**src/rtl/fix_query_arbiter.sv**
```systemverilog
// Round-robin arbiter sharing the parser's single tag-lookup port among NUM_REQ query clients.
// Optional WAIT-state abort is compiled in when FIX_QUERY_TIMEOUT_EN is defined.
module fix_query_arbiter #(
  parameter int NUM_REQ        = 4,
  parameter int MSG_W          = 10,
  parameter int TIMEOUT_CYCLES = 64
) (
  input  logic                         clk,
  input  logic                         rst,
  input  logic [NUM_REQ-1:0]           req_i,
  input  logic [NUM_REQ*32-1:0]        req_tag_i,
  input  logic [NUM_REQ*MSG_W-1:0]     req_msg_i,
  output logic [NUM_REQ-1:0]           gnt_o,
  output logic [31:0]                  find_tag_o,
  output logic [MSG_W-1:0]             message_num_o,
  output logic                         read_message_o,
  input  logic                         empty_i,
  input  logic [255:0]                 value_i,
  input  logic                         value_valid_i,
  output logic                         rsp_valid_o,
  output logic [$clog2(NUM_REQ)-1:0]   rsp_id_o,
  output logic                         rsp_hit_o,
  output logic [255:0]                 rsp_value_o,
  output logic                         busy_o
);
  localparam int IDW = $clog2(NUM_REQ);

  typedef enum logic [1:0] {IDLE, ISSUE, WAIT, RESP} state_e;

  state_e             state_q, state_d;
  logic [IDW-1:0]     rr_ptr_q, rr_ptr_d;
  logic [IDW-1:0]     gnt_id_q, gnt_id_d;
  logic [NUM_REQ-1:0] gnt_q, gnt_d;
  logic [31:0]        find_tag_q, find_tag_d;
  logic [MSG_W-1:0]   msg_q, msg_d;
  logic               read_q, read_d;
  logic               rsp_valid_q, rsp_valid_d;
  logic [IDW-1:0]     rsp_id_q, rsp_id_d;
  logic               rsp_hit_q, rsp_hit_d;
  logic [255:0]       rsp_value_q, rsp_value_d;
  logic               busy_q, busy_d;

  logic [31:0]        tag_arr [NUM_REQ];
  logic [MSG_W-1:0]   msg_arr [NUM_REQ];

  for (genvar gi = 0; gi < NUM_REQ; gi++) begin : g_unpack
    assign tag_arr[gi] = req_tag_i[32*gi +: 32];
    assign msg_arr[gi] = req_msg_i[MSG_W*gi +: MSG_W];
  end

  // Scan from the farthest offset down so the closest requester at/after rr_ptr wins.
  logic [IDW-1:0] sel_id;
  always_comb begin
    sel_id = rr_ptr_q;
    for (int k = NUM_REQ - 1; k >= 0; k--) begin
      if (req_i[(int'(rr_ptr_q) + k) % NUM_REQ]) begin
        sel_id = IDW'((int'(rr_ptr_q) + k) % NUM_REQ);
      end
    end
  end

`ifdef FIX_QUERY_TIMEOUT_EN
  localparam int CNT_W = ($clog2(TIMEOUT_CYCLES + 1) > 8) ? $clog2(TIMEOUT_CYCLES + 1) : 8;
  logic [CNT_W-1:0] wait_cnt_q, wait_cnt_d;
  logic             timeout_hit;
  assign timeout_hit = (wait_cnt_q == CNT_W'(TIMEOUT_CYCLES - 1));
`else
  localparam int unused_timeout_cycles = TIMEOUT_CYCLES;
`endif

  always_comb begin
    state_d     = state_q;
    rr_ptr_d    = rr_ptr_q;
    gnt_id_d    = gnt_id_q;
    gnt_d       = '0;
    find_tag_d  = find_tag_q;
    msg_d       = msg_q;
    read_d      = 1'b0;
    rsp_valid_d = 1'b0;
    rsp_hit_d   = 1'b0;
    rsp_value_d = '0;
`ifdef FIX_QUERY_TIMEOUT_EN
    wait_cnt_d  = wait_cnt_q;
`endif
    case (state_q)
      IDLE: begin
        if (|req_i) begin
          gnt_id_d       = sel_id;
          gnt_d[sel_id]  = 1'b1;
          find_tag_d     = tag_arr[sel_id];
          msg_d          = msg_arr[sel_id];
          state_d        = empty_i ? RESP : ISSUE;
        end
      end
      ISSUE: begin
        read_d  = 1'b1;
        state_d = WAIT;
`ifdef FIX_QUERY_TIMEOUT_EN
        wait_cnt_d = '0;
`endif
      end
      WAIT: begin
        // Response is registered on the way into RESP so it shows one cycle after value_valid_i.
        if (value_valid_i) begin
          rsp_valid_d = 1'b1;
          rsp_hit_d   = 1'b1;
          rsp_value_d = value_i;
          state_d     = RESP;
`ifdef FIX_QUERY_TIMEOUT_EN
        end else if (timeout_hit) begin
          rsp_valid_d = 1'b1;
          state_d     = RESP;
        end else begin
          wait_cnt_d = wait_cnt_q + 1'b1;
`endif
        end
      end
      RESP: begin
        // Arriving straight from IDLE (empty store) the miss has not been sent yet.
        if (!rsp_valid_q) begin
          rsp_valid_d = 1'b1;
        end
        rr_ptr_d = (gnt_id_q == IDW'(NUM_REQ - 1)) ? '0 : gnt_id_q + 1'b1;
        state_d  = IDLE;
      end
      default: state_d = IDLE;
    endcase
    rsp_id_d = rsp_valid_d ? gnt_id_q : '0;
    busy_d   = (state_d != IDLE);
  end

  always_ff @(posedge clk or posedge rst) begin
    if (rst) begin
      state_q     <= IDLE;
      rr_ptr_q    <= '0;
      gnt_id_q    <= '0;
      gnt_q       <= '0;
      find_tag_q  <= '0;
      msg_q       <= '0;
      read_q      <= 1'b0;
      rsp_valid_q <= 1'b0;
      rsp_id_q    <= '0;
      rsp_hit_q   <= 1'b0;
      rsp_value_q <= '0;
      busy_q      <= 1'b0;
    end else begin
      state_q     <= state_d;
      rr_ptr_q    <= rr_ptr_d;
      gnt_id_q    <= gnt_id_d;
      gnt_q       <= gnt_d;
      find_tag_q  <= find_tag_d;
      msg_q       <= msg_d;
      read_q      <= read_d;
      rsp_valid_q <= rsp_valid_d;
      rsp_id_q    <= rsp_id_d;
      rsp_hit_q   <= rsp_hit_d;
      rsp_value_q <= rsp_value_d;
      busy_q      <= busy_d;
    end
  end

`ifdef FIX_QUERY_TIMEOUT_EN
  always_ff @(posedge clk or posedge rst) begin
    if (rst) begin
      wait_cnt_q <= '0;
    end else begin
      wait_cnt_q <= wait_cnt_d;
    end
  end
`endif

  assign gnt_o          = gnt_q;
  assign find_tag_o     = find_tag_q;
  assign message_num_o  = msg_q;
  assign read_message_o = read_q;
  assign rsp_valid_o    = rsp_valid_q;
  assign rsp_id_o       = rsp_id_q;
  assign rsp_hit_o      = rsp_hit_q;
  assign rsp_value_o    = rsp_value_q;
  assign busy_o         = busy_q;

endmodule

```
**config.mk**
```make
export PLATFORM = sky130hd
export DESIGN_NAME = fix_query_arbiter
export DESIGN_NICKNAME = d
export VERILOG_FILES = /design/src/rtl/fix_query_arbiter.sv
export SDC_FILE = /design/constraint.sdc
export NUM_CORES = 1
export LEC_CHECK = 0
export ABC_AREA = 1
export BUFFER_PORTS_ARGS = -buffer_cell sky130_fd_sc_hd__buf_2
export CAP_MARGIN = 10
export CORE_AREA = 2 2 289 291
export CTS_CLUSTER_SIZE = 16
export DETAILED_ROUTE_END_ITERATION = 10
export DIE_AREA = 0 0 291 293
export SLEW_MARGIN = 10
export SYNTH_ARGS = -nofsm -noshare
export SYNTH_HDL_FRONTEND = slang
export SYNTH_SLANG_ARGS = --single-unit
```
**constraint.sdc**
```tcl
create_clock -name clk -period 16.86 [get_ports clk]
set_input_delay 0.843 -clock clk [delete_from_list [all_inputs] [get_ports clk]]
set_output_delay 0.843 -clock clk [all_outputs]
set_load 0.02 [all_outputs]
```
; ---- Word level (Yosys, flattened, before mapping)
; Index checks and enable logic that the tools add are counted.
[op_classes]
n_addsub = 4
magnitude_cmp = 7
eq_ne = 4
muxes = 38
n_bitwise = 4
n_reduce_logical = 8
[op_table]
columns = operator, count
row1 = 2-to-1 mux 256 bit, 2
row2 = binary-select mux 32 bit (select 2 bit), 1
row3 = 2-to-1 mux 32 bit, 2
row4 = binary-select mux 10 bit (select 2 bit), 1
row5 = 2-to-1 mux 10 bit, 2
row6 = 2-to-1 mux 2 bit, 9
row7 = < comparator 3 x 4 -> 1 bit (second input constant), 3
row8 = 2-to-1 mux 1 bit, 12
row9 = binary-select mux 1 bit (select 2 bit), 4
row10 = 2-to-1 mux 4 bit, 2
row11 = one-hot mux 2 bit (4 select lines), 1
row12 = == test 2 bit (second input constant), 3
row13 = < comparator 2 x 3 -> 1 bit (second input constant), 2
row14 = OR reduction 2 bit, 3
row15 = adder 2 x 1 -> 2 bit (second input constant), 2
row16 = adder 2 bit (second input constant), 2
row17 = OR reduction 4 bit, 1
row18 = bitwise AND 1 bit (first input constant), 3
row19 = greater-or-equal comparator 3 bit (second input constant), 1
row20 = inverter 2 -> 3 bit, 1
row21 = demux 1 bit (select 2 bit), 1
row22 = == test 2 x 1 -> 1 bit (second input constant), 1
row23 = greater-or-equal comparator 2 x 1 -> 1 bit (second input constant), 1
row24 = zero test 2 bit, 1
row25 = 4 further kinds, 4
[totals]
ff_bits = 314
in_bits = 432
out_inout_bits = 308

; ---- Logic depth before layout (Yosys ltp)
; Gate-level depths: netlist (run 1).
[depth]
ltp_word = 16
ltp_mapped = 15
ltp_nobuf = 14

; ---- Worst setup path after synthesis (run 1)
; No wires, ideal clock.
[synth_path]
kind = input-to-reg
startpoint = input req_i[3]
endpoint = register find_tag_q[26] (netlist: find_tag_o[26])
t_arrival_ps = 1961
t_required_ps = 16742
slack_ps = 14781
stages = 13
n_path_buf = 2
path_cell_list = inv_1 nand2_1 and2_4 nand2_2 nand2_1 inv_2 nand3_4 buf_6 buf_4 nand3_1 nand3_1 nand3_1 nand2_1
[synth_between]
elab_chain_cells = 11
elab_cells_between_ends = 21
cone_classes = 18 x mux / 1 x bitwise / 2 x reduce/logical
[synth_lines]
columns = item, line
row1 = "start, declared", 10  ; input logic [NUM_REQ-1:0] req_i,
row2 = binary-select mux 1 bit (select 2 bit), 56  ; if (req_i[(int'(rr_ptr_q) + k) % NUM_REQ]) begin
row3 = 2-to-1 mux 1 bit (not written as such) (2 in series), 56
row4 = 2-to-1 mux 2 bit (4 in series), 56
row5 = inverter 2 -> 3 bit (not written as such), 90  ; find_tag_d = tag_arr[sel_id];
row6 = binary-select mux 32 bit (select 2 bit), 90
row7 = 2-to-1 mux 32 bit (not written as such) (2 in series), 90
row8 = "end signal, assigned", 151  ; find_tag_q <= find_tag_d;
row9 = "end, declared", 34  ; logic [31:0] find_tag_q, find_tag_d;
; Parallel ways exist; a longest one is shown, timed or not. The select of a mux whose other input is x is not followed.
; A chain may end at the register's enable or synchronous reset.

==> impl_metrics.ini, run 1 <==
[status]
run_status = finished, final reports clean

[cts]
clk_latency_ps = 550
cts_setup_buffers = 0
cts_buffer_depth = 3
cts_sinks = 314
htreeDepth = 2
clkSlewWorstSetupHoldPaths_ps = 60
root_buffer = clkbuf_16
numCtsBuffers = 38
cts_resized = 0
cts_tree = built
holdBufCountCts = 0

[route]
firstDrtPassIters = 5
ant_nets = 0
vias_per_cell = 3.62
finalWirelength_microns = 47400
top_layer = met5
wl_met2_microns = 23500
routedWlPerCell_microns = 14.9
wl_met3_microns = 4020
drt-met1-wl_microns = 17900
drc = 0
vias = 11500
initialDrtViolationCount = 590

[sta]
maxSlewHeadroom_pct = 33.6
fin_setup_tns_ps = 0
hold-worst-slack_ps = 339
fin_crit_sh_pct = 18.7
fin_worst_skew_ps = 17.2
finalHoldViolations = 0
setup_ws_ps = 13700
min_period_ps = 3160
rsz0062_at_grt = no
report.final.slew_viol_count = 0
worst_pin_slew_ps = 995
setup_viol = 0
fmax_ghz = 0.316

[global_route]
grt_usage_pct = 10.7
antenna_found_initial = 8
grt_pass1_wl_microns = 70100
grt-ovfl-total = 0
grt_pass1_vias = 11800
grt_start_max_net_pins = 92

[synthesis]
synth_top_family_by_area = simple AND/OR/NAND/NOR gates
synth-simple-area-share_pct = 24.4
synth_compound_area_share_pct = 0.493
avgSynthCellArea_sq_um = 9.06
synth-xor-area-share_pct = 0
ys_warn_count = 0
syn_area_sq_um = 12400
syn_inst = 1372
synth_adder_area_share_pct = 0.101
synth_largest_area_cell = dfrtp_1
synth_fp_nets = 1805
synthMuxAreaShare_pct = 0
ys_seq_area_share_pct = 63.2
netlist.area_leader.share_pct = 63.2
synth_area_leaders = dfrtp_1 (63%), nand3_1 (9.9%), inv_1 (8.2%)
synth.distinct_cells = 25
ys_ff_latch = 314

[floorplan]
initial_utilization_pct = 15.2
row_count = 105
core_sq_um = 81800
dieArea_sq_um = 85300
boundaryPins = 740
dieWidth_microns = 291
die_y_microns = 293

[critical_path]
startpoint_type = primary input
cp.arrival_ps = 3720
reg2regPathDepth = 13
critical_path_class = in2async
end_kind = asynchronous set/reset pin
cp.required_ps = 17410
cp_max_fo = 81

[run]
cap_viol_max_count = 0

[finish]
multiInputGateArea_sq_um = 3130
final_area_sq_um = 18500
final_layout_size_suffix_gt1_share_pct = 40.0
area_growth_pct = 49.0
seq_area_sq_um = 7860
fillers = 8984
layout.nets = 2519

[min_path]
hold_path.class = in2async

[placed_design]
port_buffers = 739
place_area_sq_um = 17200
hpwl_microns = 35700
dp_slack_ps = 12930
gp_congestion = 0.848

[power_and_ir_drop]
irDropWorstVdd_uv = 101
p_leak_nw = 11.4
power.density_nw_per_um2 = 175
==> kinds of logic (layout without fill, tap and decap cells) <==
family / after synthesis / in the layout
AOI/OAI and AO/OA: 8 / 8
and+or+nand+nor: 695 / 695
adders and majority gates: 1 / 1
DFF: 314 / 314
buffers and inverters: 354 / 1097
other: 0 / 1
==> synthesized netlist by cell type, drive strengths merged <==
cell type and instances:
and2 1, dfrtp 314, o21ai 6, a21oi 1, nor3 2, ha 1
clkbuf 35, o31ai 1, inv 278, nand2 167, nand3 257, nor4 1
nor2 267, buf 41
==> path summary, 6_finish.rpt <==
kind | from | endpoint | slack (ps)
min reg2reg | find_tag_o[10] | find_tag_o[10] | 470
min | rst | rsp_value_o[91] | 340
max | rst | rsp_value_o[135] | 13700
max in group clk | rr_ptr_q[0] | find_tag_o[0] | 13730
max reg2reg | rr_ptr_q[0] | find_tag_o[0] | 13730
min in group clk | find_tag_o[10] | find_tag_o[10] | 470
==> metal layers <==
layer | up-vias | global-route usage, %
li1 | 5517 | -
met4 | 10 | 4.74
met3 | 102 | 3.58
met5 | - | 0
met2 | 538 | 18.6
met1 | 5351 | 11.7
==> area by class of cell <==
type,instances,share of cell area (%)
Tap cell,1070,7.23
Clock inverter,14,1.22
Sequential cell,314,42.4
Timing Repair Buffer,750,20.4
Multi-Input combinational cell,704,16.9
Antenna cell,1,0.0135
Inverter,278,5.67
Clock buffer,55,6.13
==> state kept, by name, summed over array words and instances (netlist names), 2 cells and up <==
name	flops
state_q	2
rr_ptr_q	2
rsp_value_o	256
gnt_o	4
gnt_id_q	2
message_num_o	10
rsp_id_o	2
find_tag_o	32
==> through the flow <==
stage / power (mW) / utilization [%] / instances
after floorplan: 1.94 / - / 1372
after global placement: 2.37 / 21.0 / 3116
after detailed placement: 2.38 / 21.0 / 3116
after CTS: 3.29 / 22.6 / 3185
after global routing: 3.47 / 22.6 / 3185
final: 3.23 / 22.6 / 3186
==> report_power, final <==
part           internal (mW)  total [mW]  switching, mW
Sequential             0.921       0.995         0.0737
Combinational          0.391        1.35          0.963
Clock                  0.547       0.884          0.337
Total                   1.86        3.23           1.37
==> critical path, cell delays in order <==
cell and delay [ps]:
buf_2 130, inv_8 370, buf_4 740, buf_4 660, buf_4 770
==> placed cells by master (no fill, tap or decap) <==
| master | synthesis | routed |
|---|---|---|
| a21oi_1 | 1 | 1 |
| and2_4 | 1 | 1 |
| buf_2 | 23 | 739 |
| buf_4 | 4 | 11 |
| bufinv_16 | 0 | 5 |
| clkbuf_1 | 35 | 6 |
| clkbuf_16 | 0 | 39 |
| clkbuf_8 | 0 | 10 |
| clkinv_2 | 0 | 5 |
| clkinv_4 | 0 | 1 |
| clkinv_8 | 0 | 2 |
| dfrtp_1 | 314 | 314 |
| diode_2 | 0 | 1 |
| ha_1 | 1 | 1 |
| inv_1 | 272 | 270 |
| inv_2 | 6 | 7 |
| inv_6 | 0 | 1 |
| inv_8 | 0 | 1 |
| nand2_1 | 160 | 159 |
| nand2_2 | 4 | 4 |
| nand2_4 | 3 | 4 |
| nand3_1 | 246 | 245 |
| nand3_2 | 10 | 11 |
| nand3_4 | 1 | 1 |
| nor2_1 | 267 | 266 |
| nor2_4 | 0 | 1 |
| nor3_1 | 2 | 2 |
| nor4_1 | 1 | 1 |
| o21ai_0 | 3 | 3 |
| o21ai_2 | 2 | 2 |
| o21ai_4 | 1 | 1 |
| o31ai_1 | 1 | 1 |
Note: power is estimated with default switching activity, not from simulation.
==> inputs of run 2 (changes only) <==
Settings changed: ABC_AREA 1 to 0, CORE_AREA 2 2 289 291 to 2 2 291 293, DIE_AREA 0 0 291 293 to 0 0 293 295.
Clock period 16.86 ns to 3.2 ns, I/O delays scaled along.
==> impl_metrics.ini, run 2 <==
[critical_path]
critical_path_class = reg2reg
cp_cell_sequence = o22ai_1 > a221oi_4 > nand2_8 > buf_12 > mux2i_1 > dlygate4sd3_1 > a211oi_1 > dlygate4sd3_1
cp.arrival_ps = 3510
slowest_stage = dlygate4sd3_1
cp_common_cell = dlygate4sd3_1
worstSetupEndpoint = find_tag_o[1]
cp-startpoint = rr_ptr_q[1]
reg2reg_setup_slack_ps = 190
r2r_start = rr_ptr_q[1]
reg2reg_to = find_tag_o[1]
reg2regPathDepth = 8
cp.required_ps = 3700
cp_max_fo = 51
end_kind = register
startpoint_type = register
critPathMaxStageDelay_ps = 590

[power_and_ir_drop]
power.switching_mw = 5.82
clock_power_share_pct = 28.8
power.density_nw_per_um2 = 734
irDropWorstVdd_uv = 378
p_leak_nw = 11.3
p_int_mw = 10.1
netSwitchingFraction_pct = 36.5
pwr-share-comb_pct = 38.2
power_frac_seq_pct = 32.9

[route]
firstDrtPassIters = 4
ant_nets = 0
routedWlPerCell_microns = 17.8
drc = 0
vias_per_cell = 3.68
initialDrtViolationCount = 506
finalWirelength_microns = 55600
vias = 11500

[finish]
final_cell_mix = buf_2 (739), dlygate4sd3_1 (373), dfrtp_1 (313)
final_common_cell = buf_2
final_core_util_pct = 26.1
fillers = 8636
layout.nets = 2437
seq_area_sq_um = 7860
area_growth_pct = 88.2
largest_register_ffs = 256
final_layout_size_suffix_gt1_share_pct = 41.5
multiInputGateArea_sq_um = 3480

[cts]
cts_tree = built
clk_latency_ps = 580
cts_buffer_depth = 3
cts_sinks = 314
numCtsBuffers = 41
clkSlewWorstSetupHoldPaths_ps = 50
root_buffer = clkbuf_16
htreeDepth = 2

[floorplan]
die_y_microns = 295
initial_utilization_pct = 13.9
boundaryPins = 740
core_sq_um = 83200
row_count = 106
dieArea_sq_um = 86400
dieWidth_microns = 293

[synthesis]
synth.most_common_cell = dfrtp_1
syn_inst = 892
synth.distinct_cells = 33
netlist.area_leader.share_pct = 68.0
ys_ff_latch = 314
ys_warn_count = 0
synth_edf_count = 0
synthFlopType = dfrtp_1
synth_largest_area_cell = dfrtp_1
synth_common_cells = dfrtp_1 (314), and2_1 (258), clkbuf_1 (51), nor2_1 (47)
ys_seq_area_share_pct = 68.0
syn_area_sq_um = 11600
ys_async_sr_fraction_pct = 100
synth_fp_nets = 1325
avgSynthCellArea_sq_um = 12.9
synth_area_leaders = dfrtp_1 (68%), and2_1 (14%), mux2i_1 (3.6%)

[sta]
maxSlewHeadroom_pct = 57.6
setup_viol = 0
hold-worst-slack_ps = 31.0
min_period_ps = 3010
fin_crit_sh_pct = 94.2
fin_setup_tns_ps = 0
rsz0062_at_grt = no
fmax_ghz = 0.332
worst_pin_slew_ps = 636
report.final.slew_viol_count = 0
fin_worst_skew_ps = 29.3
finalHoldViolations = 0

[global_route]
grt_usage_pct = 12.3
grt-ovfl-total = 0
antenna_found_initial = 14
grt_pass1_wl_microns = 79700
grt_start_max_net_pins = 104
grt_pass1_vias = 12600

[status]
run_status = finished, final reports clean

[placed_design]
hpwl_microns = 39200
gp_congestion = 0.840
port_buffers = 739

[min_path]
hold_path.class = in2reg

[run]
cap_viol_max_count = 0
==> run 2: area by class of cell <==
cell class	instances	area share, %
diodes	1	0.0115
clock buffers	56	5.53
clock inverters	16	0.633
inverters	4	0.0863
multi-input cells	510	16.0
flip-flops and latches	314	36.2
well taps	1080	6.22
repair buffers	1133	35.4
==> run 2: worst min path at each step <==
| stage | start | end | slack [ps] | cells after the start |
|---|---|---|---|---|
| after floorplan | empty_i | state_q[1] | 270 | 2 |
| after global placement | rst | rsp_value_o[136] | 260 | 2 |
| final | req_tag_i[7] | find_tag_o[7] | 30 | 3 |
| after global routing | req_tag_i[7] | find_tag_o[7] | 10 | 3 |
| after detailed placement | rst | rsp_value_o[136] | 260 | 2 |
| after CTS | req_tag_i[5] | find_tag_o[5] | 9 | 3 |
==> run 2: critical path: cells and delay by family (launching register included) <==
kind                   cells  cell delay, ps
DFF                        1             440
buffers and inverters      3            1390
and+or+nand+nor            1             130
AOI/OAI and AO/OA          3             810
muxes                      1             150
==> run 2: repair_timing <==
action	4_1_cts	5_1_grt
hold buffers	373	0
buffers inserted	0	5
hold endpoints to repair	319	0
gates resized for setup	0	2
setup endpoints to repair	0	23
==> run 2: cells by family after synthesis <==
family | after synthesis | synth area share, %
AND/OR/NAND/NOR | 372 | 19.1
XOR/XNOR | 1 | 0.0758
buffers and inverters | 69 | 2.42
adder cells (fa/ha/maj) | 1 | 0.108
AO/OA/AOI/OAI | 92 | 6.50
flip-flops | 314 | 68.0
multiplexers | 43 | 3.74
==> run 2: per-layer routing <==
metal | track usage, % | vias up | wire length, microns
met3 | 5.80 | 115 | 6150
met5 | 0 | - | 95
met4 | 4.30 | 14 | 1840
li1 | - | 5207 | -
met1 | 13.7 | 5520 | 21200
met2 | 20.7 | 615 | 26300
==> run 2: power by group through the flow <==
| stage | combinational [mW] | sequential, mW | clock, mW |
|---|---|---|---|
| after detailed placement | 5.09 | 5.31 | 0 |
| after CTS | 6.06 | 5.26 | 4.82 |
| after global placement | 5.06 | 5.29 | 0 |
| final | 6.10 | 5.26 | 4.60 |
| after global routing | 6.61 | 5.35 | 4.99 |
| after floorplan | 1.90 | 6.32 | 0 |
==> run 2: stage by stage <==
step / power (mW) / setup slack, ps / std cells / area (sq um)
after floorplan: 8.22 / -1140 / 892 / 11600
after global placement: 10.4 / 902 / 2662 / 16600
after detailed placement: 10.4 / 795 / 2662 / 16600
after CTS: 16.1 / 79.8 / 3107 / 21700
after global routing: 17.0 / 89.9 / 3114 / 21700
final: 16.0 / 186 / 3114 / 21700
==> inputs of run 3 (changes only) <==
Settings changed: CELL_PAD_IN_SITES_DETAIL_PLACEMENT set to 1, CELL_PAD_IN_SITES_GLOBAL_PLACEMENT set to 2, CORE_AREA 2 2 291 293 to 2 2 284 286, DIE_AREA 0 0 293 295 to 0 0 286 288, PLACE_DENSITY_LB_ADDON set to 0.1.
==> impl_metrics.ini, run 3 (synthesized netlist as in run 2, its figures left out) <==
[cts]
clk_latency_ps = 580
cts_sinks = 314
cts_buffer_depth = 3
root_buffer = clkbuf_16
cts_tree = built
clkSlewWorstSetupHoldPaths_ps = 60
cts_setup_buffers = 0
numCtsBuffers = 44
htreeDepth = 2

[finish]
final_layout_size_suffix_gt1_share_pct = 41.3
layout.nets = 2430
final_common_cell = buf_2
seq_area_sq_um = 7860
fillers = 9107
final_cell_mix = buf_2 (739), dlygate4sd3_1 (362), dfrtp_1 (314)
multiInputGateArea_sq_um = 3460
area_growth_pct = 88.0
largest_register_ffs = 256

[critical_path]
critical_path_class = reg2reg
slowest_stage = dlygate4sd3_1
cp_max_fo = 35
cp-startpoint = rr_ptr_q[1]
cp.required_ps = 3710
critical-path-top-delay-family = buffers and inverters
end_kind = register
critPathMaxStageDelay_ps = 590
startpoint_type = register
r2r_start = rr_ptr_q[1]
cp.arrival_ps = 3470
cp_common_cell = dlygate4sd3_1
cp_cell_sequence = o22ai_1 > a221oi_4 > nand2_8 > mux2i_1 > dlygate4sd3_1 > a211oi_1 > dlygate4sd3_1
cp_num_buf_inv = 2

[floorplan]
row_count = 104
core_sq_um = 79600
dieArea_sq_um = 82400
die_y_microns = 288
dieWidth_microns = 286
initial_utilization_pct = 14.5
boundaryPins = 740

[run]
cap_viol_max_count = 0

[sta]
rsz0062_at_grt = no
min_period_ps = 2960
setup_ws_ps = 237
setup_viol = 0
worst_pin_slew_ps = 837
finalHoldViolations = 0
fin_crit_sh_pct = 92.6
fin_setup_tns_ps = 0
report.final.slew_viol_count = 0
fmax_ghz = 0.338
maxSlewHeadroom_pct = 44.2
fin_worst_skew_ps = 21.7

[placed_design]
hpwl_microns = 50500
dp_slack_ps = 642
port_buffers = 739
gp_congestion = 0.795

[power_and_ir_drop]
p_leak_nw = 11.3
irDropWorstVdd_uv = 398
power.density_nw_per_um2 = 744

[route]
initialDrtViolationCount = 326
drc = 0
finalWirelength_microns = 65700
vias = 11300
vias_per_cell = 3.66
routedWlPerCell_microns = 21.2
firstDrtPassIters = 6
ant_nets = 0

[status]
run_status = finished, final reports clean

[global_route]
antenna_found_initial = 15
grt_start_max_net_pins = 127
grt_usage_pct = 15.6
grt_pass1_vias = 13200
grt-ovfl-total = 0
grt_pass1_wl_microns = 93500

[min_path]
min_from = req_tag_i[19]
hold_path.class = in2reg
[run 3: cell types whose count changed in the layout (fill, tap and decap cells not counted), moves of 4 or more]
cell / before / now
clkbuf_8: 12 / 8
dlygate4sd3_1: 373 / 362
diode_2: 1 / 7
clkbuf_1: 3 / 11
[run 3: layer usage]
metal	GRT usage, %	part of all wire (%)	vias to the layer above
met5	0	0.14	-
met4	5.42	3.5	14
met3	6.81	9.9	107
met2	26.8	49	495
met1	17.0	37	5486
li1	-	-	5201
[run 3: worst register-to-register path, delay by kind of cell (launching register included)]
| family | cells | cell delay [ps] |
|---|---|---|
| multiplexers | 1 | 220 |
| flip-flops | 1 | 470 |
| AND/OR/NAND/NOR | 1 | 270 |
| AO/OA/AOI/OAI | 3 | 790 |
| buffers and inverters | 2 | 1170 |
[run 3: what timing repair did]
item / 4_1_cts / 5_1_grt
setup endpoints to repair: 0 / 5
gates resized for setup: 0 / 1
endpoints found under the hold margin: 613 / 0
hold buffers: 362 / 0
[run 3: final cells by class]
| type | count | share of cell area, % |
|---|---|---|
| Clock inverter | 11 | 0.784 |
| Clock buffer | 63 | 5.77 |
| Inverter | 4 | 0.0864 |
| Sequential cell | 314 | 36.2 |
| Multi-Input combinational cell | 509 | 16.0 |
| Antenna cell | 7 | 0.0807 |
| Timing Repair Buffer | 1124 | 35.0 |
| Tap cell | 1060 | 6.11 |
[run 3: where the power goes]
| part | internal, mW | switching, mW |
|---|---|---|
| Clock | 2.96 | 1.98 |
| Combinational | 2.32 | 3.69 |
| Sequential | 4.86 | 0.352 |
| Total | 10.1 | 6.02 |
[run 3: metrics by stage]
stage | std cells | util [%] | total power, mW | area (sq um) | hold slack [ps]
2_1_floorplan | 892 | - | 8.22 | 11600 | 273
3_3_place_gp | 2649 | 20.9 | 10.8 | 16600 | 367
3_5_place_dp | 2649 | 20.9 | 10.8 | 16600 | 371
4_1_cts | 3085 | 27.2 | 16.6 | 21700 | 0.246
5_1_grt | 3092 | 27.3 | 17.2 | 21700 | 26.8
6_report | 3092 | 27.3 | 16.2 | 21700 | 25.6
[run 3: worst paths after layout]
| check | end | depth (start not counted) | slack [ps] |
|---|---|---|---|
| worst min register to register | rr_ptr_q[0] | 1 | 520 |
| max in group asynchronous | find_tag_o[24] | 4 | 2110 |
| worst max-delay path | find_tag_o[24] | 7 | 240 |
| worst min-delay path | find_tag_o[19] | 3 | 30 |
| min in group asynchronous | rsp_value_o[41] | 4 | 380 |
| worst max register to register | find_tag_o[24] | 7 | 240 |
